File: src/rtl/sprite_pixel_fetch.sv
// rtl/sprite_pixel_fetch.sv - playfield pixel fetch: board-cell lookup, sprite texel fetch, RGB332 out
//
// Purpose
//   For each pixel from the VGA timing generator this block finds the board
//   cell under the pixel and the texel offset inside that cell. It reads the
//   tile index from board RAM and then the texel from sprite RAM. It emits the
//   colour with the syncs delayed to match. The fixed latency is 3 clk from
//   px_* to rgb, with no stall.
//
//   Register stages
//     R1 (edge after input) : board_addr, in_field/active/tx/ty carried along
//     R2                    : spr_addr/spr_re from board_data; dis sampled here
//     R3                    : rgb from spr_data and the carried flags
//   Both RAMs return data in the cycle after their address register updates,
//   so board_data is consumed by R2 and spr_data by R3.
//
// Ports
//   clk, rst          clock, asynchronous active-high reset
//   dis               sprite RAM still being initialised; forces black and no reads
//   px_x, px_y        current pixel column / row
//   px_active         pixel is in the visible area
//   hsync_in/vsync_in syncs from the timing generator
//   board_addr        board RAM address, row*COLS+col (holds outside the field)
//   board_data        tile index from board RAM (values above 8 clamp to 8)
//   spr_addr, spr_re  sprite RAM address / read enable
//   spr_data          texel from sprite RAM
//   rgb               RGB332 output colour
//   hsync_out/vsync_out syncs delayed by 3 clk, idle high in reset

module sprite_pixel_fetch #(
  parameter int          X_OFF  = 200,
  parameter int          Y_OFF  = 0,
  parameter int          COLS   = 10,
  parameter int          ROWS   = 20,
  parameter int          TILE   = 24,
  parameter logic [7:0]  BORDER = 8'b01001001
) (
  input  logic        clk,
  input  logic        rst,
  input  logic        dis,
  input  logic [9:0]  px_x,
  input  logic [9:0]  px_y,
  input  logic        px_active,
  input  logic        hsync_in,
  input  logic        vsync_in,
  output logic [7:0]  board_addr,
  input  logic [3:0]  board_data,
  output logic [12:0] spr_addr,
  output logic        spr_re,
  input  logic [7:0]  spr_data,
  output logic [7:0]  rgb,
  output logic        hsync_out,
  output logic        vsync_out
);

  localparam int FIELD_W   = COLS * TILE;
  localparam int FIELD_H   = ROWS * TILE;
  localparam int SPR_WORDS = TILE * TILE;
  localparam int CW        = $clog2(COLS);
  localparam int RW        = $clog2(ROWS);
  localparam int TW        = $clog2(TILE);

  localparam logic [9:0]    X_START = 10'(X_OFF);
  localparam logic [9:0]    Y_START = 10'(Y_OFF);
  localparam logic [TW-1:0] T_LAST  = TW'(TILE - 1);
  localparam logic [3:0]    MAX_IDX = 4'd8;

  // ---------------------------------------------------------------------------
  // S0: field test and tile/texel counters
  // ---------------------------------------------------------------------------

  // The offset is taken as an unsigned difference. Pixels left of or above
  // the field wrap to a large value, so a single upper-bound compare covers
  // both edges.
  logic [10:0] dx;
  logic [10:0] dy;
  logic        in_field;

  assign dx       = {1'b0, px_x} - 11'(X_OFF);
  assign dy       = {1'b0, px_y} - 11'(Y_OFF);
  assign in_field = px_active && (dx < 11'(FIELD_W)) && (dy < 11'(FIELD_H));

  // The counters replace the divide and modulo by TILE. tx/col step once per
  // clock and re-zero when px_x reaches the field's left column. ty/row step
  // once per new line (px_y changed) and re-zero at the field's top row. The
  // _d values are the coordinates of the current pixel, and they are also the
  // next register state.
  logic [TW-1:0] tx_q,  tx_d;
  logic [CW-1:0] col_q, col_d;
  logic [TW-1:0] ty_q,  ty_d;
  logic [RW-1:0] row_q, row_d;
  logic [9:0]    py_q;

  always_comb begin
    tx_d  = tx_q;
    col_d = col_q;
    if (px_x == X_START) begin
      tx_d  = '0;
      col_d = '0;
    end else if (tx_q == T_LAST) begin
      tx_d  = '0;
      col_d = col_q + CW'(1);
    end else begin
      tx_d  = tx_q + TW'(1);
    end
  end

  always_comb begin
    ty_d  = ty_q;
    row_d = row_q;
    if (px_y == Y_START) begin
      ty_d  = '0;
      row_d = '0;
    end else if (px_y != py_q) begin
      if (ty_q == T_LAST) begin
        ty_d  = '0;
        row_d = row_q + RW'(1);
      end else begin
        ty_d  = ty_q + TW'(1);
      end
    end
  end

  always_ff @(posedge clk or posedge rst) begin
    if (rst) begin
      tx_q  <= '0;
      col_q <= '0;
      ty_q  <= '0;
      row_q <= '0;
      py_q  <= '0;
    end else begin
      tx_q  <= tx_d;
      col_q <= col_d;
      ty_q  <= ty_d;
      row_q <= row_d;
      py_q  <= px_y;
    end
  end

  // ---------------------------------------------------------------------------
  // R1: board address and carried pixel attributes
  // ---------------------------------------------------------------------------
  logic [7:0]    board_addr_q, board_addr_d;
  logic          s1_act_q, s1_in_q;
  logic [TW-1:0] s1_tx_q, s1_ty_q;

  // Outside the field the address holds, so the board RAM input stays quiet.
  assign board_addr_d = in_field ? (8'(row_d) * 8'(COLS) + 8'(col_d)) : board_addr_q;

  always_ff @(posedge clk or posedge rst) begin
    if (rst) begin
      board_addr_q <= '0;
      s1_act_q     <= 1'b0;
      s1_in_q      <= 1'b0;
      s1_tx_q      <= '0;
      s1_ty_q      <= '0;
    end else begin
      board_addr_q <= board_addr_d;
      s1_act_q     <= px_active;
      s1_in_q      <= in_field;
      s1_tx_q      <= tx_d;
      s1_ty_q      <= ty_d;
    end
  end

  // ---------------------------------------------------------------------------
  // R2: sprite address from the tile index; dis is sampled here
  // ---------------------------------------------------------------------------
  logic [3:0]  idx;
  logic [12:0] spr_addr_q, spr_addr_d;
  logic        spr_re_q, spr_re_d;
  logic        s2_act_q, s2_in_q, s2_dis_q;

  // Only sprites 0..8 exist. A corrupt board entry clamps to the last sprite
  // so the read never leaves the sprite image.
  assign idx = (board_data > MAX_IDX) ? MAX_IDX : board_data;

  assign spr_addr_d = s1_in_q
                    ? (13'(idx) * 13'(SPR_WORDS) + 13'(s1_ty_q) * 13'(TILE) + 13'(s1_tx_q))
                    : spr_addr_q;
  assign spr_re_d   = s1_in_q & ~dis;

  always_ff @(posedge clk or posedge rst) begin
    if (rst) begin
      spr_addr_q <= '0;
      spr_re_q   <= 1'b0;
      s2_act_q   <= 1'b0;
      s2_in_q    <= 1'b0;
      s2_dis_q   <= 1'b0;
    end else begin
      spr_addr_q <= spr_addr_d;
      spr_re_q   <= spr_re_d;
      s2_act_q   <= s1_act_q;
      s2_in_q    <= s1_in_q;
      s2_dis_q   <= dis;
    end
  end

  // ---------------------------------------------------------------------------
  // R3: colour select
  // ---------------------------------------------------------------------------
  logic [7:0] rgb_q, rgb_d;

  // dis blanks the whole visible area, including the border, because the
  // display is not meaningful until the sprites are loaded.
  always_comb begin
    rgb_d = spr_data;
    if (!s2_act_q) begin
      rgb_d = 8'h00;
    end else if (s2_dis_q) begin
      rgb_d = 8'h00;
    end else if (!s2_in_q) begin
      rgb_d = BORDER;
    end
  end

  always_ff @(posedge clk or posedge rst) begin
    if (rst) begin
      rgb_q <= 8'h00;
    end else begin
      rgb_q <= rgb_d;
    end
  end

  // ---------------------------------------------------------------------------
  // Sync delay: three registers to match R1..R3
  // ---------------------------------------------------------------------------
  logic [2:0] hs_q, vs_q;

  always_ff @(posedge clk or posedge rst) begin
    if (rst) begin
      hs_q <= 3'b111;
      vs_q <= 3'b111;
    end else begin
      hs_q <= {hs_q[1:0], hsync_in};
      vs_q <= {vs_q[1:0], vsync_in};
    end
  end

  assign board_addr = board_addr_q;
  assign spr_addr   = spr_addr_q;
  assign spr_re     = spr_re_q;
  assign rgb        = rgb_q;
  assign hsync_out  = hs_q[2];
  assign vsync_out  = vs_q[2];

endmodule

File: config.mk
export PLATFORM = sky130hd
export DESIGN_NAME = sprite_pixel_fetch
export DESIGN_NICKNAME = d
export VERILOG_FILES = /design/src/rtl/sprite_pixel_fetch.sv
export SDC_FILE = /design/constraint.sdc
export NUM_CORES = 1
export LEC_CHECK = 0
export BUFFER_PORTS_ARGS = -buffer_cell sky130_fd_sc_hd__buf_2
export CORE_ASPECT_RATIO = 1.75
export CORE_MARGIN = 1.5
export CORE_UTILIZATION = 30
export CTS_CLUSTER_SIZE = 14
export DETAILED_ROUTE_END_ITERATION = 6
export GPL_ROUTABILITY_DRIVEN = 0
export GPL_TIMING_DRIVEN = 0
export MAX_ROUTING_LAYER = met4
export PLACE_DENSITY_LB_ADDON = 0.25
export SLEW_MARGIN = 40
export SYNTH_ARGS = -nofsm -noshare
export SYNTH_HDL_FRONTEND = slang
export SYNTH_SLANG_ARGS = --single-unit
export TNS_END_PERCENT = 10
File: constraint.sdc
create_clock -name clk -period 5.85 [get_ports clk]
set_input_delay 0.2925 -clock clk [delete_from_list [all_inputs] [get_ports clk]]
set_output_delay 0.2925 -clock clk [all_outputs]
set_load 0.1 [all_outputs]
==> impl_metrics.tcl <==
set metrics [dict create \
    finalHoldViolations 0 \
    slew_viol_final 0 \
    worstSetupPathType "reg -> reg" \
    core-area_sq_um 12360 \
    port_buffers 69 \
    slowest_stage "fa_1" \
    synth-async-reset-ratio_pct 100.0 \
    setup_violations 0 \
    die_w_um 87.80 \
    synthDistinctLibCells 58 \
    slew_headroom_pct 65.68 \
    hold_start "vsync_in" \
    hp-class "in -> reg" \
    maxCapViolations 0 \
    track_usage_pct 13.19 \
    powerDensity_nw_per_um2 632.2 \
    rsz0062_at_grt "false" \
    outcome "complete, no violations" \
    wl_met1_um 2962 \
    drt_iter0_drc 91 \
    ant_nets 0 \
    start_kind "flop" \
    antenna_cells 0 \
    fin_crit_ns 4.144 \
    seq_area_frac_synth_pct 46.60 \
    grt_first_pass_wirelength_um 13010 \
    tightest_slew_ns 0.5126 \
    postCtsSetupRepairBufs 0 \
    finalWirelength_um 7761 \
    antenna_found_initial 0 \
    cts.path.max_buffers 2 \
    cts_buffers 9 \
    drive_gt1_share_pct 27.91 \
    multiInputGateArea_sq_um 1917 \
    hpwl_um 6004 \
    max_stage_delay_ns 0.56 \
    fin_total_pwr_mw 2.968 \
    finalCritPeriodShare_pct 70.83 \
    yosys_warnings 0 \
    regToRegStartpoint "py_q[9]" \
    rows 54 \
    wl_met2_um 4365 \
    grt_max_degree 42 \
    vias_per_cell 4.594 \
    drt_first_pass_iters 5 \
    cp-end-kind "flop" \
    remaining_drc_errors 0 \
    cts_max_level 3 \
    cts_resized 0 \
    synth_top_flop_cell "dfrtp_1" \
    fin_ws_ns 1.706 \
    syn_inst 343 \
    worstPathArrival_ns 4.33 \
    area_growth_pct 24.36 \
    clockRootBuffer "clkbuf_16" \
    clk_pin_slew_ns 0.06 \
    grt-ovfl-total 0 \
    routed-wl-met3_um 301 \
    cts_tree "yes" \
    vdd_drop_max_mv 0.4367 \
    cellLeakagePower_nw 2.158 \
    floorplan.die_area_sq_um 13290 \
    syn_nets 412 \
    ctsHoldBuffers 1 \
    syn_avg_cell_area_sq_um 11.01 \
    clkSinkCount 70 \
    initial_core_util_pct 30.53 \
    path_cells "xnor2_1 > nand4_1 > nor4_4 > buf_2 > nor3_1 > xnor2_1 > nor2_1 > ha_1 > ha_1 > fa_1 > nand2_1 > o21bai_1 > a32o_1 > a211oi_1 > nand2b_1 > o221ai_1" \
    critPathLaunch "py_q[9]" \
    nets 494 \
    path_max_fanout 10 \
    top_layer "met4" \
    io_pins 70 \
    nFillCells 1222 \
    synth.ff_latch_count 70 \
    clock_skew_ns 0.007628 \
    vias 2747 \
    wire_per_inst_um 12.98 \
    register_area_sq_um 1759 \
    grt_pass1_vias 2843 \
    final.setup.tns_ns 0 \
    syn_area_sq_um 3775 \
    fmax_mhz 241.3 \
    synth_edf_count 0 \
    cp.required_ns 6.04 \
    die_y_um 151.4 \
    preCtsSetupSlack_ns 1.604 \
    clkLatencyLatePin_ns 0.33 \
]
-- flip-flops by register name (all words and copies together), names as in the netlist --
register / count
hs_q: 3
spr_addr: 13
s1_tx_q: 5
s2_dis_q: 1
s2_in_q: 1
col_q: 4
s1_in_q: 1
board_addr: 8
s2_act_q: 1
rgb: 8
s1_ty_q: 5
vs_q: 3
py_q: 10
s1_act_q: 1
spr_re: 1
row_q: 5
-- critical path, delay by kind of cell (launching register included) --
family	cells	cell delay, ns
AND/OR/NAND/NOR	6	1.16
AO/OA/AOI/OAI	4	0.80
adder cells (fa/ha/maj)	3	1.06
XOR/XNOR	2	0.30
flip-flops	1	0.37
buffers and inverters	1	0.30
-- path summary, 6_finish.rpt --
path / endpoint / slack, ns / cells after the start
setup / recovery: board_addr[7] / 1.71 / 16
hold / removal: vs_q[0] / 0.05 / 1
setup reg to reg: board_addr[7] / 1.71 / 16
hold reg to reg: vs_q[2] / 0.36 / 0
max in group asynchronous: hs_q[0] / 4.82 / 4
min in group asynchronous: rgb[0] / 0.48 / 3
-- power by group --
part           internal (mW)  switching (mW)
combinational          0.558            1.08
sequential             0.622           0.100
clock                  0.379           0.227
total                   1.56            1.41
-- cells in the mapped netlist (5+ instances only) --
cell type   n  share of area (%)
nand2b_1    7                1.2
xor2_1      9                2.1
nor2b_1     9                1.5
xnor2_1    25                5.8
nor2_1     31                3.1
nand4_1     6               0.99
nand2_1    12                1.2
a21o_1      8                1.6
and3_1      5               0.83
a21oi_1    21                2.8
dfrtp_1    64                 42
ha_1       27                8.9
nor3_1      8                1.1
mux2_2     10                3.0
o21ai_0     7               0.93
dfstp_2     6                4.2
inv_1      18                1.8
-- metal layers --
layer	up-vias	track usage, %
met5	-	-
met4	0	5.635
met3	10	3.161
met2	47	24.12
met1	1313	12.96
li1	1377	-
-- kinds of logic after synthesis --
group	Yosys count	synth area share (%)
muxes	15	4.707
AOI/OAI and AO/OA	59	10.44
buffers and inverters	24	2.618
xor gates and xnor gates	34	7.889
and+or+nand+nor	110	16.67
DFF	70	46.60
adders and majority gates	31	11.07
-- layout make-up --
type                    count  area share, %
well taps                 168          4.478
clock buffers               9          4.797
inverters                  18          1.546
plain buffers               6         0.6663
multi-input cells         249          40.83
flip-flops and latches     70          37.47
repair buffers             71          7.996
clock inverters             7          2.212
-- through the flow --
step	instances	instance area, sq um	hold WS (ns)	utilization [%]
6_report	598	4695	0.05096	37.97
5_1_grt	598	4695	0.03772	37.97
4_1_cts	598	4695	0.03986	37.97
3_5_place_dp	581	4355	0.2817	35.23
3_3_place_gp	580	4330	0.3454	35.02
2_1_floorplan	343	3775	0.2970	-
-- placed cells by master, fill, tap and decap left out, drive strengths merged, types with 7 or more instances in the layout --
master / instances
mux2: 13
a21o: 8
a21oi: 22
inv: 21
o21ai: 7
xor2: 9
nand2b: 7
nor3: 9
nand4: 7
buf: 72
clkbuf: 13
xnor2: 25
dfrtp: 64
ha: 27
nor2b: 9
nand2: 13
nor2: 32
No activity file was read; power rests on OpenSTA's default activity.
